===== config.mk =====
export PLATFORM = sky130hd
export DESIGN_NAME = bin2bcd_seq
export DESIGN_NICKNAME = d
export VERILOG_FILES = /design/src/rtl/bin2bcd_seq.sv
export SDC_FILE = /design/constraint.sdc
export NUM_CORES = 1
export LEC_CHECK = 0
export CORE_MARGIN = 2
export CORE_UTILIZATION = 46
export CTS_CLUSTER_DIAMETER = 30
export DETAILED_ROUTE_END_ITERATION = 8
export PLACE_DENSITY_LB_ADDON = 0.15
export SYNTH_ARGS = -nofsm -noshare
export SYNTH_HDL_FRONTEND = slang
export SYNTH_SLANG_ARGS = --single-unit

===== constraint.sdc =====
create_clock -name Clk -period 1.8 [get_ports Clk]
set_input_delay 0.18 -clock Clk [delete_from_list [all_inputs] [get_ports Clk]]
set_output_delay 0.18 -clock Clk [all_outputs]
set_load 0.005 [all_outputs]

===== src/rtl/bin2bcd_seq.sv =====
// rtl/bin2bcd_seq.sv - sequential double-dabble binary to BCD/ASCII converter with start/busy/done handshake
module bin2bcd_seq #(
  parameter int BIN_W  = 10,
  parameter int DIGITS = 4,
  parameter int BLANK  = 1
) (
  input  logic                  Clk,
  input  logic                  Rst,
  input  logic                  Start,
  input  logic [BIN_W-1:0]      Binary,
  output logic                  Busy,
  output logic                  Done,
  output logic [4*DIGITS-1:0]   BCD,
  output logic [8*DIGITS-1:0]   Ascii,
  output logic                  Overflow
);

  localparam int         ACC_W    = 4 * DIGITS;
  localparam logic [1:0] S_IDLE   = 2'd0;
  localparam logic [1:0] S_SHIFT  = 2'd1;
  localparam logic [1:0] S_DONE   = 2'd2;
  localparam logic [5:0] LAST_CNT = 6'(BIN_W - 1);

  logic [1:0]       state_q;
  logic [BIN_W-1:0] bin_q;
  logic [ACC_W-1:0] acc_q;
  logic             ovf_q;
  logic [5:0]       cnt_q;

  logic [ACC_W-1:0] acc_adj;
  logic [ACC_W-1:0] acc_sh;
  logic [BIN_W-1:0] bin_sh;
  logic             shout;
  logic             ovf_nxt;
  logic [ACC_W-1:0] bcd_final;

  // Render packed BCD as characters; leading zeros optionally become spaces, LSD always shown.
  function automatic logic [8*DIGITS-1:0] to_ascii(input logic [ACC_W-1:0] b);
    logic       lead;
    logic [3:0] d;
    to_ascii = '0;
    lead     = 1'b1;
    for (int i = DIGITS - 1; i >= 0; i--) begin
      d = b[4*i +: 4];
      if (d != 4'd0 || i == 0) lead = 1'b0;
      to_ascii[8*i +: 8] = (lead && BLANK != 0) ? 8'h20 : {4'h3, d};
    end
  endfunction

  // One double-dabble step: add 3 to digits above 4, then shift {digits, binary} left.
  // A 1 leaving the top digit means the value needs more digits than we have.
  always_comb begin
    acc_adj = acc_q;
    for (int i = 0; i < DIGITS; i++) begin
      if (acc_q[4*i +: 4] > 4'd4) acc_adj[4*i +: 4] = acc_q[4*i +: 4] + 4'd3;
    end
    {shout, acc_sh, bin_sh} = {acc_adj, bin_q, 1'b0};
    ovf_nxt   = ovf_q | shout;
    bcd_final = ovf_nxt ? {DIGITS{4'h9}} : acc_sh;
  end

  assign Busy = (state_q == S_SHIFT);
  assign Done = (state_q == S_DONE);

  // Handshake FSM, shift datapath and output registers updated on entry to DONE.
  always_ff @(posedge Clk or negedge Rst) begin
    if (!Rst) begin
      state_q  <= S_IDLE;
      bin_q    <= '0;
      acc_q    <= '0;
      ovf_q    <= 1'b0;
      cnt_q    <= '0;
      BCD      <= '0;
      Ascii    <= to_ascii('0);
      Overflow <= 1'b0;
    end else begin
      case (state_q)
        S_IDLE, S_DONE: begin
          if (Start) begin
            bin_q   <= Binary;
            acc_q   <= '0;
            ovf_q   <= 1'b0;
            cnt_q   <= '0;
            state_q <= S_SHIFT;
          end else begin
            state_q <= S_IDLE;
          end
        end
        S_SHIFT: begin
          bin_q <= bin_sh;
          acc_q <= acc_sh;
          ovf_q <= ovf_nxt;
          cnt_q <= cnt_q + 6'd1;
          if (cnt_q == LAST_CNT) begin
            state_q  <= S_DONE;
            BCD      <= bcd_final;
            Ascii    <= to_ascii(bcd_final);
            Overflow <= ovf_nxt;
          end
        end
        default: state_q <= S_IDLE;
      endcase
    end
  end

endmodule

Word-level counts from Yosys, hierarchy flattened
Index checks and enable logic that the tools add are counted.
W data, S select, Z words.
- output and inout bits: 51
- flip-flop bits (word level): 84
- input port bits: 13
- equal/unequal tests: 5
- $add $sub $neg: 5
- reduce and logical (&&, ||, !) cells: 8
- bitwise logic cells: 1
- muxes and demuxes: 31
- magnitude comparators: 4
- operator list (cell ; number):
    $mux W16 ; 2
    $pmux W16 S2 ; 1
    $mux W5 ; 4
    $pmux W10 S2 ; 1
    $add A4 B2 Y4 const B ; 4
    $gt A4 B3 Y1 const B ; 4
    $mux W4 ; 4
    $mux W1 ; 13
    $pmux W6 S2 ; 1
    $reduce_bool A4 Y1 ; 3
    $mux W10 ; 1
    $add A6 B1 Y6 const B ; 1
    $eq A6 B4 Y1 const B ; 1
    $mux W6 ; 1
    $pmux W2 S2 ; 1
    $reduce_and A2 Y1 ; 2
    $eq A2 B1 Y1 const B ; 1
    $eq A2 B2 Y1 const B ; 1
    $logic_not A2 Y1 ; 1
    $mux W2 ; 1
    $ne A2 B1 Y1 const B ; 1
    $ne A2 B2 Y1 const B ; 1
    $pmux W1 S2 ; 1
    $reduce_bool A2 Y1 ; 1
    2 further kinds ; 2

Logic depth before layout (Yosys ltp)
- word-level depth: 15
- gate-level depth with buffers: 8
- mapped depth without buffers: 7

Worst setup path before layout
Ideal clock, no wire load.
- path type: flip-flop to flip-flop
- from: reg acc_q[12]
- to: reg Ascii[12]
- path slack: 20 ps
- library setup time: 145 ps
- buffers on the path: 0
- arrival time: 1635 ps
- stages on the path, launching flop included: 8
- period minus slack after synthesis: 1780 ps
- path through: dfrtp_1 > inv_1 > ha_1 > and2b_1 > nor4_1 > o221ai_1 > nor4_1 > a41oi_1
- longest elaborated chain between the ends: 15
- RTL lines (element ; RTL line ; source):
    start, declared ; 26 ; logic [ACC_W-1:0] acc_q;
    start signal, assigned ; 91 ; acc_q <= acc_sh;
    $add A4 B2 Y4 / $gt A4 B3 Y1 (equally long branches) ; 55 ; if (acc_q[4*i +: 4] > 4'd4) acc_adj[4*i +: 4] = acc_q[4*i +: 4] + 4'd3;
    $mux W4 (*) ; 55 ;
    $or A1 B1 Y1 ; 58 ; ovf_nxt = ovf_q | shout;
    $mux W16 (*) ; 59 ; bcd_final = ovf_nxt ? {DIGITS{4'h9}} : acc_sh;
    $reduce_bool A4 Y1 ; 45 ; if (d != 4'd0 || i == 0) lead = 1'b0;
    $mux W1 ; 45 ;
    $mux W1 ; 94 ; if (cnt_q == LAST_CNT) begin
    $mux W1 ; 77 ; case (state_q)
    $mux W1 ; 45 ;
    $mux W1 ; 94 ;
    $mux W1 ; 77 ;
    $mux W1 (*) ; 45 ;
    $mux W1 (*) ; 94 ;
    $mux W1 (*) ; 77 ;
    $mux W5 (*) ; 46 ; to_ascii[8*i +: 8] = (lead && BLANK != 0) ? 8'h20 : {4'h3, d};
    end signal, assigned ; 74 ; Ascii <= to_ascii('0);
    end signal, assigned ; 97 ; Ascii <= to_ascii(bcd_final);
    end, declared ; 14 ; output logic [8*DIGITS-1:0] Ascii,
Every way passes the cells marked *; elsewhere a longest branch is shown, timed or not. The select of a mux whose other input is x is not followed.
A chain may end at the register's enable or synchronous reset.

Final worst setup path
- from: reg acc_q[13]
- to: reg Ascii[12]
Same word-level chain as after synthesis.

==> flow_summary.yaml <==
sta:
  rsz0062_at_grt: "yes"
  setup_violations: 3
  fin_ws_ns: -0.00989
  finalSetupTns_ns: -0.0186
  finClkSkew_ns: 0.00715
  period_needed_ns: 1.81
  period_share_pct: 101
  slew_violations: 0
  max_clock_freq_mhz: 553
  hold_violations: 0
worst_setup_path:
  crit_path_top_delay_cell: "dfrtp_1"
  path_class: "flip-flop to flip-flop"
  path_cells: "buf_4, o21ai_4, mux2i_2, buf_4, nand3b_1, nor4_2, a41oi_1"
  r2r-end: "Ascii[12]$_DFFE_PN0P_"
  start_kind: "flip-flop"
  critPathCaptureType: "flip-flop"
  ff2ff_path_depth: 7
  critical_path.most_common_cell: "buf_4"
  arrival_ns: 2.02
  r2r-start: "acc_q[13]$_DFFE_PN0P_"
  cp_slowest_stage_delay_ns: 0.39
  rrSetupSlack_ns: -0.01
  cp_max_fo: 3
  crit_required_ns: 2.01
clocking:
  cts.clk_slew.worst_paths_ns: 0.07
  clk_latency_ns: 0.35
  cts-root-buf: "clkbuf_8"
  cts_buffer_depth: 2
  cts_tree: "done"
  htreeDepth: 3
  cts_buffers: 9
  clock_sinks: 65
finish:
  final_cells: 461
  layout-drive-gt1-share_pct: 17.8
  area_growth_pct: 31.9
  diodes: 0
  layout.nets: 398
detailed_routing:
  drt_iter0_markers: 85
  routed_wl_mm: 6.79
  first_pass_iters: 4
  drt-wirelength-per-cell_um: 14.7
  vias: 2417
  avgViaCountPerCell: 5.24
  drc: 0
  final_antenna_net_count: 0
synthesis:
  yosysSeqAreaShare_pct: 51.9
  synth_top_area_cell: "dfrtp_1"
  synth-seq-cells: 65
  async_flop_share_pct: 100
  synth_cell_types: 45
  synth_top_area_share_pct: 51.9
  synthFlopType: "dfrtp_1"
  syn-cell-area_mm2: 0.00314
  syn_avg_cell_area_um2: 10.5
  synthCells: 298
  ys_top_cells_by_area: "dfrtp_1, a22o_1, buf_4"
  yosys_warnings: 0
  synth-edff-count: 0
floorplanning:
  coreArea_mm2: 0.00668
  rows: 30
  dieArea_mm2: 0.00749
  die_width_um: 86.6
  pin_count: 64
  initial_core_util_pct: 46.9
  dieHeight_um: 86.6
min_path:
  hp-class: "primary input to async pin"
grt:
  grt_pass1_vias: 2261
  grt.total_usage_pct: 19.0
  overflow: 0
  antenna_found_initial: 0
  grt_start_max_net_pins: 35
  grt_pass1_wl_mm: 10.9
pwr:
  ir_drop_v: 0.000679
  cellPowerDensity_mw_per_mm2: 1850
  p_leak_nw: 1.88
status:
  status: "finished, violations left"
  violations: "setup timing"
flow_run:
  cap_violations: 0
placement:
  dpl.cell_count: 437
  portBuffers: 50
  gp_congestion: 0.817
  dp_hpwl_mm: 4.77
-- state kept, by name, summed over array words and instances, names as in the netlist --
| register | count |
|---|---|
| BCD | 16 |
| Ascii | 13 |
| ovf_q | 1 |
| cnt_q | 6 |
| acc_q | 16 |
| Overflow | 1 |
| bin_q | 10 |
| state_q | 2 |
-- routing by layer --
metal  wire (µm)  vias up  track usage [%]
li1            -     1173                -
met1        3020     1174             24.5
met2        3370       58             31.0
met3         267       12             3.52
met4         135        0             8.95
met5           0        -                0
-- report_power, final --
part	switching [mW]	internal (mW)
clock network	0.559	0.715
logic	1.77	2.05
registers	0.488	2.08
-- cell usage after synthesis (all sizes together), types with 6 or more instances --
cell type  number
nand2b          6
inv            13
nor2b           7
o21a            9
a21oi           9
nand2          34
a22o           24
a22oi           9
nor2           16
buf            25
dfrtp          65
o21ai          24
ha              9
-- critical path: cells and delay by family, from the launching register on --
kind | cells | cell delay, ns
AOI/OAI and AO/OA | 2 | 0.31
DFF | 1 | 0.39
buffers and inverters | 2 | 0.32
and+or+nand+nor | 2 | 0.34
muxes | 1 | 0.31
-- what timing repair did --
| action | in CTS | in global routing |
|---|---|---|
| endpoints found under the hold margin | 41 | 0 |
| endpoints found under the setup margin | 3 | 22 |
| pin swaps | 1 | 3 |
| hold buffers | 1 | 0 |
| resized for setup | 1 | 18 |
| buffers inserted | 1 | 6 |
-- cell type report --
| class | instances | area, µm² |
|---|---|---|
| sequential | 65 | 1630 |
| fill | 571 | 2550 |
| timing repair buffer | 85 | 790 |
| inverter | 14 | 60.1 |
| tap | 80 | 100 |
| clock buffer | 12 | 155 |
| clock inverter | 4 | 51.3 |
| multi-input combinational | 201 | 1350 |
-- cells in the final DEF, fill, tap and decap left out, types with 2 or more instances in the layout --
cell | netlist | final
a21oi_1 | 9 | 9
a22o_1 | 24 | 24
a22oi_1 | 9 | 9
buf_12 | 0 | 2
buf_4 | 21 | 31
clkbuf_8 | 0 | 11
clkdlybuf4s50_1 | 0 | 49
conb_1 | 2 | 13
dfrtp_1 | 65 | 65
ha_1 | 9 | 8
inv_1 | 12 | 10
inv_2 | 0 | 2
mux2i_1 | 4 | 3
mux2i_2 | 1 | 2
nand2_1 | 34 | 34
nand2b_1 | 6 | 5
nand3_1 | 3 | 3
nand3b_1 | 2 | 2
nand4_1 | 2 | 2
nor2_1 | 15 | 15
nor2b_1 | 7 | 5
nor2b_2 | 0 | 2
nor3_1 | 3 | 3
o211ai_1 | 2 | 2
o21a_1 | 9 | 9
o21ai_0 | 21 | 18
o21ai_1 | 2 | 5
o22a_1 | 3 | 3
xnor2_1 | 5 | 5
-- per-stage QoR --
| stage | utilization [%] | total power [mW] | hold slack (ns) | setup slack, ns | cell area, µm² |
|---|---|---|---|---|---|
| floorplan | - | 4.63 | -0.116 | 0.0199 | 3180 |
| global placement | 56.8 | 6.01 | 0.0636 | -0.0482 | 3790 |
| detailed placement | 56.8 | 6.10 | 0.0672 | -0.0912 | 3790 |
| CTS | 60.2 | 7.43 | 0.247 | 0.0296 | 4030 |
| global route | 61.9 | 8.24 | 0.275 | -0.105 | 4140 |
| finish | 61.9 | 7.66 | 0.248 | -0.00989 | 4140 |
-- kinds of logic after synthesis --
group                      count (synthesis)  synth area share, %
AOI/OAI and AO/OA                         86                 19.2
and+or+nand+nor                           83                 13.5
DFF                                       65                 51.9
buffers and inverters                     43                 8.46
adders and majority gates                  9                 3.59
xor gates and xnor gates                   5                 1.40
muxes                                      5                 1.72
other                                      2                0.240
-- worst max-delay path by stage --
| stage | startpoint | endpoint | slack (ns) | depth (start not counted) |
|---|---|---|---|---|
| after detailed placement | acc_q[12]$_DFFE_PN0P_ | Ascii[12]$_DFFE_PN0P_ | -0.09 | 7 |
| final | acc_q[13]$_DFFE_PN0P_ | Ascii[12]$_DFFE_PN0P_ | -0.01 | 7 |
| after CTS | acc_q[13]$_DFFE_PN0P_ | Ascii[8]$_DFFE_PN0P_ | 0.03 | 7 |
| after floorplan | acc_q[12]$_DFFE_PN0P_ | Ascii[12]$_DFFE_PN0P_ | 0.02 | 7 |
| after global placement | acc_q[12]$_DFFE_PN0P_ | Ascii[12]$_DFFE_PN0P_ | -0.05 | 7 |
| after global routing | acc_q[13]$_DFFE_PN0P_ | Ascii[8]$_DFFE_PN0P_ | -0.10 | 7 |
No activity file was read; power rests on OpenSTA's default activity.
